==> config.mk <==
export PLATFORM = sky130hd
export DESIGN_NAME = alu_share_arbiter_flat
export DESIGN_NICKNAME = d
export VERILOG_FILES = /design/src/rtl/alu_share_arbiter_if.sv /design/src/rtl/alu_share_arbiter.sv /design/src/flat_wrapper.sv
export SDC_FILE = /design/constraint.sdc
export NUM_CORES = 1
export LEC_CHECK = 0
export CORE_AREA = 8 8 152 154
export CTS_CLUSTER_DIAMETER = 120
export DETAILED_ROUTE_END_ITERATION = 10
export DIE_AREA = 0 0 160 162
export PLACE_DENSITY = 0.65
export SYNTH_ARGS = -nofsm -noshare
export SYNTH_HDL_FRONTEND = slang
export SYNTH_SLANG_ARGS = --single-unit
==> constraint.sdc <==
create_clock -name clk -period 2.7 [get_ports clk]
set_input_delay 0.81 -clock clk [delete_from_list [all_inputs] [get_ports clk]]
set_output_delay 0.81 -clock clk [all_outputs]
set_load 0.05 [all_outputs]
==> src/rtl/alu_share_arbiter_if.sv <==
// alu_share_arbiter_if: request and response channels of the shared logic unit.
// master = requesters/consumer side, slave = arbiter side.
//   req_valid/req_ready  per-requester handshake, one-hot grant on req_ready
//   req_a/req_b/req_op   packed operands, slice i belongs to requester i
//   rsp_valid/rsp_ready  response handshake carrying rsp_id/rsp_data/rsp_zero
interface alu_share_arbiter_if #(
  parameter int N_REQ = 4,
  parameter int WIDTH = 32
);
  localparam int ID_W = $clog2(N_REQ);

  logic [N_REQ-1:0]       req_valid;
  logic [N_REQ-1:0]       req_ready;
  logic [N_REQ*WIDTH-1:0] req_a;
  logic [N_REQ*WIDTH-1:0] req_b;
  logic [N_REQ*2-1:0]     req_op;
  logic                   rsp_valid;
  logic                   rsp_ready;
  logic [ID_W-1:0]        rsp_id;
  logic [WIDTH-1:0]       rsp_data;
  logic                   rsp_zero;

  modport master (
    output req_valid, req_a, req_b, req_op, rsp_ready,
    input  req_ready, rsp_valid, rsp_id, rsp_data, rsp_zero
  );

  modport slave (
    input  req_valid, req_a, req_b, req_op, rsp_ready,
    output req_ready, rsp_valid, rsp_id, rsp_data, rsp_zero
  );
endinterface

==> src/rtl/alu_share_arbiter.sv <==
// alu_share_arbiter: round-robin share of one logic unit among N_REQ requesters.
// Ports: clk, rst (sync, active high), bus (slave modport: request/response
// channels), alu_a/alu_b/alu_op to the shared unit, alu_out/alu_zero from it.
// Option: ALU_PIPE_EN -> shared unit output is registered, WAIT state added.
module alu_share_arbiter #(
  parameter int N_REQ = 4,
  parameter int WIDTH = 32
) (
  input  logic             clk,
  input  logic             rst,
  alu_share_arbiter_if.slave bus,
  output logic [WIDTH-1:0] alu_a,
  output logic [WIDTH-1:0] alu_b,
  output logic [1:0]       alu_op,
  input  logic [WIDTH-1:0] alu_out,
  input  logic             alu_zero
);
  localparam int ID_W = $clog2(N_REQ);
  localparam int SW   = ID_W + 1;

  typedef enum logic [1:0] {
    IDLE,
    ISSUE,
    WAIT,
    RESP
  } state_t;

  state_t state, state_nxt;

  logic [ID_W-1:0]    rr_ptr;
  logic [ID_W-1:0]    rr_nxt;
  logic [ID_W-1:0]    lat_id;
  logic [ID_W-1:0]    gnt_id;
  logic               gnt_any;
  logic               xfer;
  logic               capture;
  logic [2*N_REQ-1:0] dbl;
  logic [N_REQ-1:0]   rot;
  logic [SW-1:0]      sum;
  logic [SW-1:0]      inc;
  logic [ID_W-1:0]    rsp_id_q;
  logic [WIDTH-1:0]   rsp_data_q;
  logic               rsp_zero_q;

  // Rotate the valid vector so bit 0 is the requester at rr_ptr; the first
  // set bit of the rotated view is the winner.
  always_comb begin
    gnt_any = 1'b0;
    gnt_id  = '0;
    sum     = '0;
    dbl     = {bus.req_valid, bus.req_valid} >> rr_ptr;
    rot     = dbl[N_REQ-1:0];
    for (int k = 0; k < N_REQ; k++) begin
      if (!gnt_any && rot[k]) begin
        gnt_any = 1'b1;
        sum     = {1'b0, rr_ptr} + SW'(k);
        if (sum >= SW'(N_REQ)) sum = sum - SW'(N_REQ);
        gnt_id  = sum[ID_W-1:0];
      end
    end
  end

  always_comb begin
    bus.req_ready = '0;
    if (state == IDLE && !rst && gnt_any)
      bus.req_ready[gnt_id] = 1'b1;
  end

  assign xfer = state == IDLE && !rst && gnt_any;

  always_comb begin
    inc    = {1'b0, gnt_id} + SW'(1);
    rr_nxt = inc[ID_W-1:0];
    if (inc == SW'(N_REQ)) rr_nxt = '0;
  end

`ifdef ALU_PIPE_EN
  assign capture = state == WAIT;
`else
  assign capture = state == ISSUE;
`endif

  always_comb begin
    state_nxt = state;
    unique case (state)
      IDLE:  if (xfer) state_nxt = ISSUE;
`ifdef ALU_PIPE_EN
      ISSUE: state_nxt = WAIT;
`else
      ISSUE: state_nxt = RESP;
`endif
      WAIT:  state_nxt = RESP;
      RESP:  if (bus.rsp_ready) state_nxt = IDLE;
      default: state_nxt = IDLE;
    endcase
  end

  // Operand latches double as the alu_* drivers, so they only move on a
  // grant and hold their value through RESP and IDLE.
  always_ff @(posedge clk) begin
    if (rst) begin
      state      <= IDLE;
      rr_ptr     <= '0;
      lat_id     <= '0;
      alu_a      <= '0;
      alu_b      <= '0;
      alu_op     <= '0;
      rsp_id_q   <= '0;
      rsp_data_q <= '0;
      rsp_zero_q <= 1'b0;
    end else begin
      state <= state_nxt;
      if (xfer) begin
        rr_ptr <= rr_nxt;
        lat_id <= gnt_id;
        alu_a  <= bus.req_a[int'(gnt_id)*WIDTH +: WIDTH];
        alu_b  <= bus.req_b[int'(gnt_id)*WIDTH +: WIDTH];
        alu_op <= bus.req_op[int'(gnt_id)*2 +: 2];
      end
      if (capture) begin
        rsp_id_q   <= lat_id;
        rsp_data_q <= alu_out;
        rsp_zero_q <= alu_zero;
      end
    end
  end

  assign bus.rsp_valid = state == RESP;
  assign bus.rsp_id    = rsp_id_q;
  assign bus.rsp_data  = rsp_data_q;
  assign bus.rsp_zero  = rsp_zero_q;
endmodule

==> src/flat_wrapper.sv <==
// flat-port wrapper written by rule: the top's interface ports become plain ports
module alu_share_arbiter_flat 
#(
  parameter int N_REQ = 4,
  parameter int WIDTH = 32
)
  (clk, rst, alu_a, alu_b, alu_op, alu_out, alu_zero, bus_req_valid, bus_req_a, bus_req_b, bus_req_op, bus_rsp_ready, bus_req_ready, bus_rsp_valid, bus_rsp_id, bus_rsp_data, bus_rsp_zero);
  alu_share_arbiter_if #(.N_REQ(N_REQ), .WIDTH(WIDTH)) bus_i ();
  input  logic clk;
  input  logic rst;
  output logic [WIDTH-1:0] alu_a;
  output logic [WIDTH-1:0] alu_b;
  output logic [1:0] alu_op;
  input  logic [WIDTH-1:0] alu_out;
  input  logic alu_zero;
  input wire logic [$bits(bus_i.req_valid)-1:0] bus_req_valid;
  input wire logic [$bits(bus_i.req_a)-1:0] bus_req_a;
  input wire logic [$bits(bus_i.req_b)-1:0] bus_req_b;
  input wire logic [$bits(bus_i.req_op)-1:0] bus_req_op;
  input wire logic [$bits(bus_i.rsp_ready)-1:0] bus_rsp_ready;
  output wire logic [$bits(bus_i.req_ready)-1:0] bus_req_ready;
  output wire logic [$bits(bus_i.rsp_valid)-1:0] bus_rsp_valid;
  output wire logic [$bits(bus_i.rsp_id)-1:0] bus_rsp_id;
  output wire logic [$bits(bus_i.rsp_data)-1:0] bus_rsp_data;
  output wire logic [$bits(bus_i.rsp_zero)-1:0] bus_rsp_zero;
  assign bus_i.req_valid = bus_req_valid;
  assign bus_i.req_a = bus_req_a;
  assign bus_i.req_b = bus_req_b;
  assign bus_i.req_op = bus_req_op;
  assign bus_i.rsp_ready = bus_rsp_ready;
  assign bus_req_ready = bus_i.req_ready;
  assign bus_rsp_valid = bus_i.rsp_valid;
  assign bus_rsp_id = bus_i.rsp_id;
  assign bus_rsp_data = bus_i.rsp_data;
  assign bus_rsp_zero = bus_i.rsp_zero;
  alu_share_arbiter #(.N_REQ(N_REQ), .WIDTH(WIDTH)) u_core (.clk(clk), .rst(rst), .bus(bus_i), .alu_a(alu_a), .alu_b(alu_b), .alu_op(alu_op), .alu_out(alu_out), .alu_zero(alu_zero));
endmodule
==> Word level (Yosys, flattened, before mapping) <==
Cells that the tools add are included.
{ "totals": {"ff_bits": 107, "in_bits": 304} }
{ "classes": {"addsub": 8, "n_lt_le_gt_ge": 6, "n_eq_ne": 6, "shift": 4, "mux": 19, "reduce_logical": 13} }
{ "ops": {"columns": ["operator", "count"], "rows": [
  ["variable part select 128 x 8 -> 32 bit", 2],
  ["two-way mux 2 bit", 11],
  ["greater-or-equal comparator 3 bit (second input constant)", 3],
  ["variable part select 8 x 4 -> 2 bit", 1],
  ["right shift 8 x 2 -> 4 bit", 1],
  ["subtractor 2 x 1 -> 2 bit (second input constant)", 4],
  ["adder 2 x 1 -> 3 bit (second input constant)", 2],
  ["adder 2 x 2 -> 3 bit (second input constant)", 2],
  ["logical AND 1 bit", 6],
  ["one-hot mux 2 bit (3 select lines)", 1],
  ["two-way mux 1 bit", 5],
  ["equality test 2 bit (second input constant)", 2],
  ["zero test 1 bit", 4],
  ["two-way mux 4 bit", 1],
  ["equality test 3 bit (second input constant)", 1],
  ["greater-or-equal comparator 2 x 3 -> 1 bit (second input constant)", 1],
  ["less-than comparator 2 x 3 -> 1 bit (second input constant)", 1],
  ["demux 1 bit (select 2 bit)", 1],
  ["equality test 2 x 1 -> 1 bit (second input constant)", 1],
  ["greater-or-equal comparator 2 x 1 -> 1 bit (second input constant)", 1],
  ["zero test 2 bit", 1],
  ["!= test 2 x 1 -> 1 bit (second input constant)", 1],
  ["!= test 2 bit (second input constant)", 1],
  ["AND reduction 2 bit", 1],
  ["OR reduction 2 bit", 1]
]} }

==> Longest topological paths before layout <==
{ "depth": {"word_depth": 16, "ltp_mapped": 8} }

==> Least setup slack after synthesis <==
No wires, ideal clock.
{ "synth_path": {"kind": "input to output", "startpoint": "input bus_req_valid[1]", "endpoint": "output bus_req_ready[0]", "arrival_time_ps": 2426, "required_ps": 1890, "slack_ps": -536, "cell_stages": 7, "path_cell_list": "nand2b_1 > a21boi_1 > o221ai_1 > nand2_1 > buf_2 > buf_2 > nor2_1"} }
{ "synth_via": {"elab_chain_cells": 16, "elab_cells_between_ends": 22, "classes_between": "2 x order compare; 1 x shift; 11 x mux; 8 x reduce/logical"} }
{ "synth_rtl": {"columns": ["item", "line", "text"], "rows": [
  ["from (decl)", "flat_wrapper.sv:16", "input wire logic [$bits(bus_i.req_valid)-1:0] bus_req_valid;"],
  ["right shift 8 x 2 -> 4 bit (*)", "alu_share_arbiter.sv:51", "dbl = {bus.req_valid, bus.req_valid} >> rr_ptr;"],
  ["two-way mux 1 bit", "alu_share_arbiter.sv:54", "if (!gnt_any && rot[k]) begin"],
  ["zero test 1 bit", "alu_share_arbiter.sv:54", null],
  ["logical AND 1 bit", "alu_share_arbiter.sv:54", null],
  ["two-way mux 1 bit", "alu_share_arbiter.sv:54", null],
  ["zero test 1 bit", "alu_share_arbiter.sv:54", null],
  ["logical AND 1 bit", "alu_share_arbiter.sv:54", null],
  ["two-way mux 1 bit", "alu_share_arbiter.sv:54", null],
  ["zero test 1 bit", "alu_share_arbiter.sv:54", null],
  ["logical AND 1 bit", "alu_share_arbiter.sv:54", null],
  ["two-way mux 2 bit", "alu_share_arbiter.sv:54", null],
  ["less-than comparator 2 x 3 -> 1 bit (not written as such) or greater-or-equal comparator 2 x 1 -> 1 bit (tied branches)", "alu_share_arbiter.sv:66", "bus.req_ready[gnt_id] = 1'b1;"],
  ["logical AND 1 bit (not written as such)", "alu_share_arbiter.sv:66", null],
  ["two-way mux 1 bit (not written as such)", "alu_share_arbiter.sv:66", null],
  ["demux 1 bit (select 2 bit)", null, null],
  ["two-way mux 4 bit (*)", "alu_share_arbiter.sv:65", "if (state == IDLE && !rst && gnt_any)"],
  ["to (decl)", "flat_wrapper.sv:21", "output wire logic [$bits(bus_i.req_ready)-1:0] bus_req_ready;"]
]} }
Mark *: on every way between the ends. The rest lies on a longest branch, timed or not.

==> Worst setup path in the final report <==
{ "layout_path": {"startpoint": "input bus_req_valid[1]", "endpoint": "output bus_req_ready[2]"} }
Same word-level chain as after synthesis.

==> impl_metrics.toml <==
[run_status]
status = "finished clean"

[floorplanning]
ios = 410
coreArea_sq_um = 20700
die-area_sq_um = 25900
fp.dieW_um = 160
fp.dieH_um = 162
rows = 53
start_util_pct = 25.4

[sta]
finalHoldViolCount = 0
fmax_ghz = 0.372
report.final.setup_viol = 0
drv_slew = 0
setup_ws_ns = 0.0118
min_period_over_period_pct = 99.6
skew_ns = 0.0129
slew_headroom_pct = 58.2
rsz0062_at_grt = "true"
tightest_slew_ns = 0.625
fin_crit_ns = 2.69

[worst_setup_path]
cp.arrival_ns = 1.88
critPathCaptureType = "primary output"
crit_required_ns = 1.89
path_buf_inv = 2
path_delay_family = "compound AO/OA/AOI/OAI gates"
critPathKind = "in -> out"
r2r_cells = 8
cp_slowest_cell = "o32a_4"
crit_fanout = 4
crit_path_start_kind = "primary input"
r2r_slack_ns = 0.49
regToRegEndpoint = "u_core.alu_b[1]"
slowest_delay_ns = 0.40
r2r_start = "u_core.rr_ptr[0]"
path_cells = "buf_6 -> nand2b_4 -> a21oi_1 -> o32a_4 -> ha_4 -> and2_4 -> buf_12"

[hold_path]
min_delay_path_depth = 2
min_from = "u_core.lat_id[0]"
hold_end = "u_core.lat_id[0]"
min_path_type = "reg -> reg"

[global_route]
grt_pass1_vias = 5858
grt.overflow.total = 0
grt_usage_pct = 17.6
grt_pass1_wl_um = 35700
antenna_found_initial = 0
grt_max_degree = 63

[cts]
tritoncts = "built"
clockRootBuffer = "clkbuf_16"
cts-htree-levels = 3
insertion_delay_ns = 0.35
cts_buffers = 9
clkSinkCount = 107
ctsLongestPathBuffers = 2
clk_pin_slew_ns = 0.07

[route]
vias = 5540
wire_per_inst_um = 19.6
drt_iter0_drc = 224
drc_errors = 0
wirelength_um = 23800
via_per_inst = 4.57
ant_nets = 0
dr.pass1.iters = 4

[placed_design]
place_congestion = 0.781
portBuffers = 409
placed_area_sq_um = 9810
place_ws_ns = -0.498
dpl.hpwl_um = 18900

[logic_synthesis]
yosysWarnings = 0
synth_edf_count = 0
syn_area_per_cell_sq_um = 9.91
netlist_instances = 531
synth_seq_cells = 107
yosys-top-cells-count = "mux2i_1, dfxtp_1, nand2_1"
synth-async-reset-ratio_pct = 0
syn-num-nets = 840
synthFlopType = "dfxtp_1"
yosys-top-cells-area = "dfxtp_1, mux2i_1, o221ai_1"
syn-cell-area_sq_um = 5260
synth.most_common_cell = "mux2i_1"
ys_types = 23
yosysSeqAreaShare_pct = 40.7
synth_top_cell_by_area = "dfxtp_1"
synth_top_area_share_pct = 40.7

[flow_run]
cap_violations = 0

[pwr]
pwr_density_cell_nw_per_um2 = 829
vdd_drop_max_v = 0.000411
leakage_nw = 3.89

[finish]
nNetsFinal = 1241
syn_to_final_growth_pct = 93.6
drive_gt1_share_pct = 6.94
stdcell_area_sq_um = 10200
n_antenna_cell = 0
fillCellCount = 1938
[worst max-delay path by stage]
stage / endpoint / slack [ns] / depth (start not counted) / start
detailed placement: bus_req_ready[1] / -0.50 / 7 / bus_req_valid[0]
global route: bus_req_ready[0] / -0.02 / 8 / bus_req_valid[1]
floorplan: bus_req_ready[2] / -0.11 / 7 / bus_req_valid[2]
finish: bus_req_ready[2] / 0.01 / 7 / bus_req_valid[1]
CTS: bus_req_ready[0] / -0.02 / 8 / bus_req_valid[1]
global placement: bus_req_ready[1] / -0.50 / 7 / bus_req_valid[0]
[report_power, final]
part | leakage, nW | total, mW | internal, mW | switching (mW)
Combinational | 2.87 | 4.81 | 1.97 | 2.83
Clock | 0.141 | 1.37 | 0.728 | 0.640
Sequential | 0.881 | 2.27 | 2.02 | 0.246
Total | 3.89 | 8.44 | 4.72 | 3.72
[sequential cells by signal, indices dropped and copies added, names as in the netlist]
| name | cells |
|---|---|
| u_core.alu_a | 32 |
| u_core.alu_b | 32 |
| u_core.alu_op | 2 |
| u_core.bus.rsp_data | 32 |
| u_core.bus.rsp_id | 2 |
| u_core.bus.rsp_zero | 1 |
| u_core.lat_id | 2 |
| u_core.rr_ptr | 2 |
| u_core.state | 2 |
[layer usage]
metal / global-route usage, % / vias up / routed length [um]
li1: - / 2750 / -
met1: 19.2 / 2517 / 9400
met2: 30.8 / 252 / 11700
met3: 7.19 / 21 / 2300
met4: 5.01 / 0 / 372
met5: 0 / - / 0
[cell usage in the layout (no fill, tap or decap), types with 3 or more instances in the layout]
cell type          n
clkbuf_16          9
buf_4             21
inv_1              6
buf_12             8
ha_1               3
clkdlybuf4s50_1  400
nor2_1            36
dfxtp_1          107
nand2_1           73
mux2i_1          168
o221ai_1          66
a21oi_1            3
nor2_4             4
buf_6              4
o21ai_0            4
[kinds of logic (layout without fill, tap and decap cells)]
| logic type | count (synthesis) | count (layout) | synth area share, % |
|---|---|---|---|
| buf+inv | 51 | 457 | 4.64 |
| fa+ha+maj | 5 | 5 | 1.19 |
| simple gates | 123 | 123 | 9.23 |
| mux | 168 | 168 | 32.0 |
| flops | 107 | 107 | 40.7 |
| compound gates | 77 | 77 | 12.3 |
[worst register-to-register path, cell delays in order (launching register included)]
cell and delay [ns]:
dfxtp_1 0.40, inv_1 0.09, a21oi_1 0.16, o32a_4 0.23
buf_4 0.15, buf_12 0.33, mux2i_1 0.47, buf_4 0.16
o221ai_1 0.10
[layout make-up]
| type | instances | area (sq um) | area share (%) |
|---|---|---|---|
| repair buffers | 435 | 4390 | 43.1 |
| multi-input cells | 373 | 2990 | 29.4 |
| flip-flops and latches | 107 | 2140 | 21.0 |
| well taps | 275 | 344 | 3.38 |
| clock buffers | 11 | 233 | 2.28 |
| clock inverters | 5 | 60.1 | 0.590 |
| inverters | 6 | 22.5 | 0.221 |
[stage by stage]
step / util [%] / hold slack (ns) / std cells / TNS, ns / power [mW]
2_1_floorplan: - / 0.422 / 531 / -0.375 / 5.33
3_3_place_gp: 47.4 / 0.432 / 1193 / -15.59 / 7.09
3_5_place_dp: 47.4 / 0.437 / 1193 / -17.24 / 7.10
4_1_cts: 49.1 / 0.448 / 1210 / -0.0287 / 8.54
5_1_grt: 49.2 / 0.462 / 1212 / -0.0453 / 8.86
6_report: 49.2 / 0.444 / 1212 / 0 / 8.44
[timing repair]
action / 4_1_cts / 5_1_grt
gates resized for setup: 30 / 4
setup buffers: 1 / 2
pin swaps: 4 / 3
setup endpoints to repair: 5 / 4
cloned: 0 / 0
hold buffers: 0 / 0
Note: power is estimated with default switching activity, not from simulation.
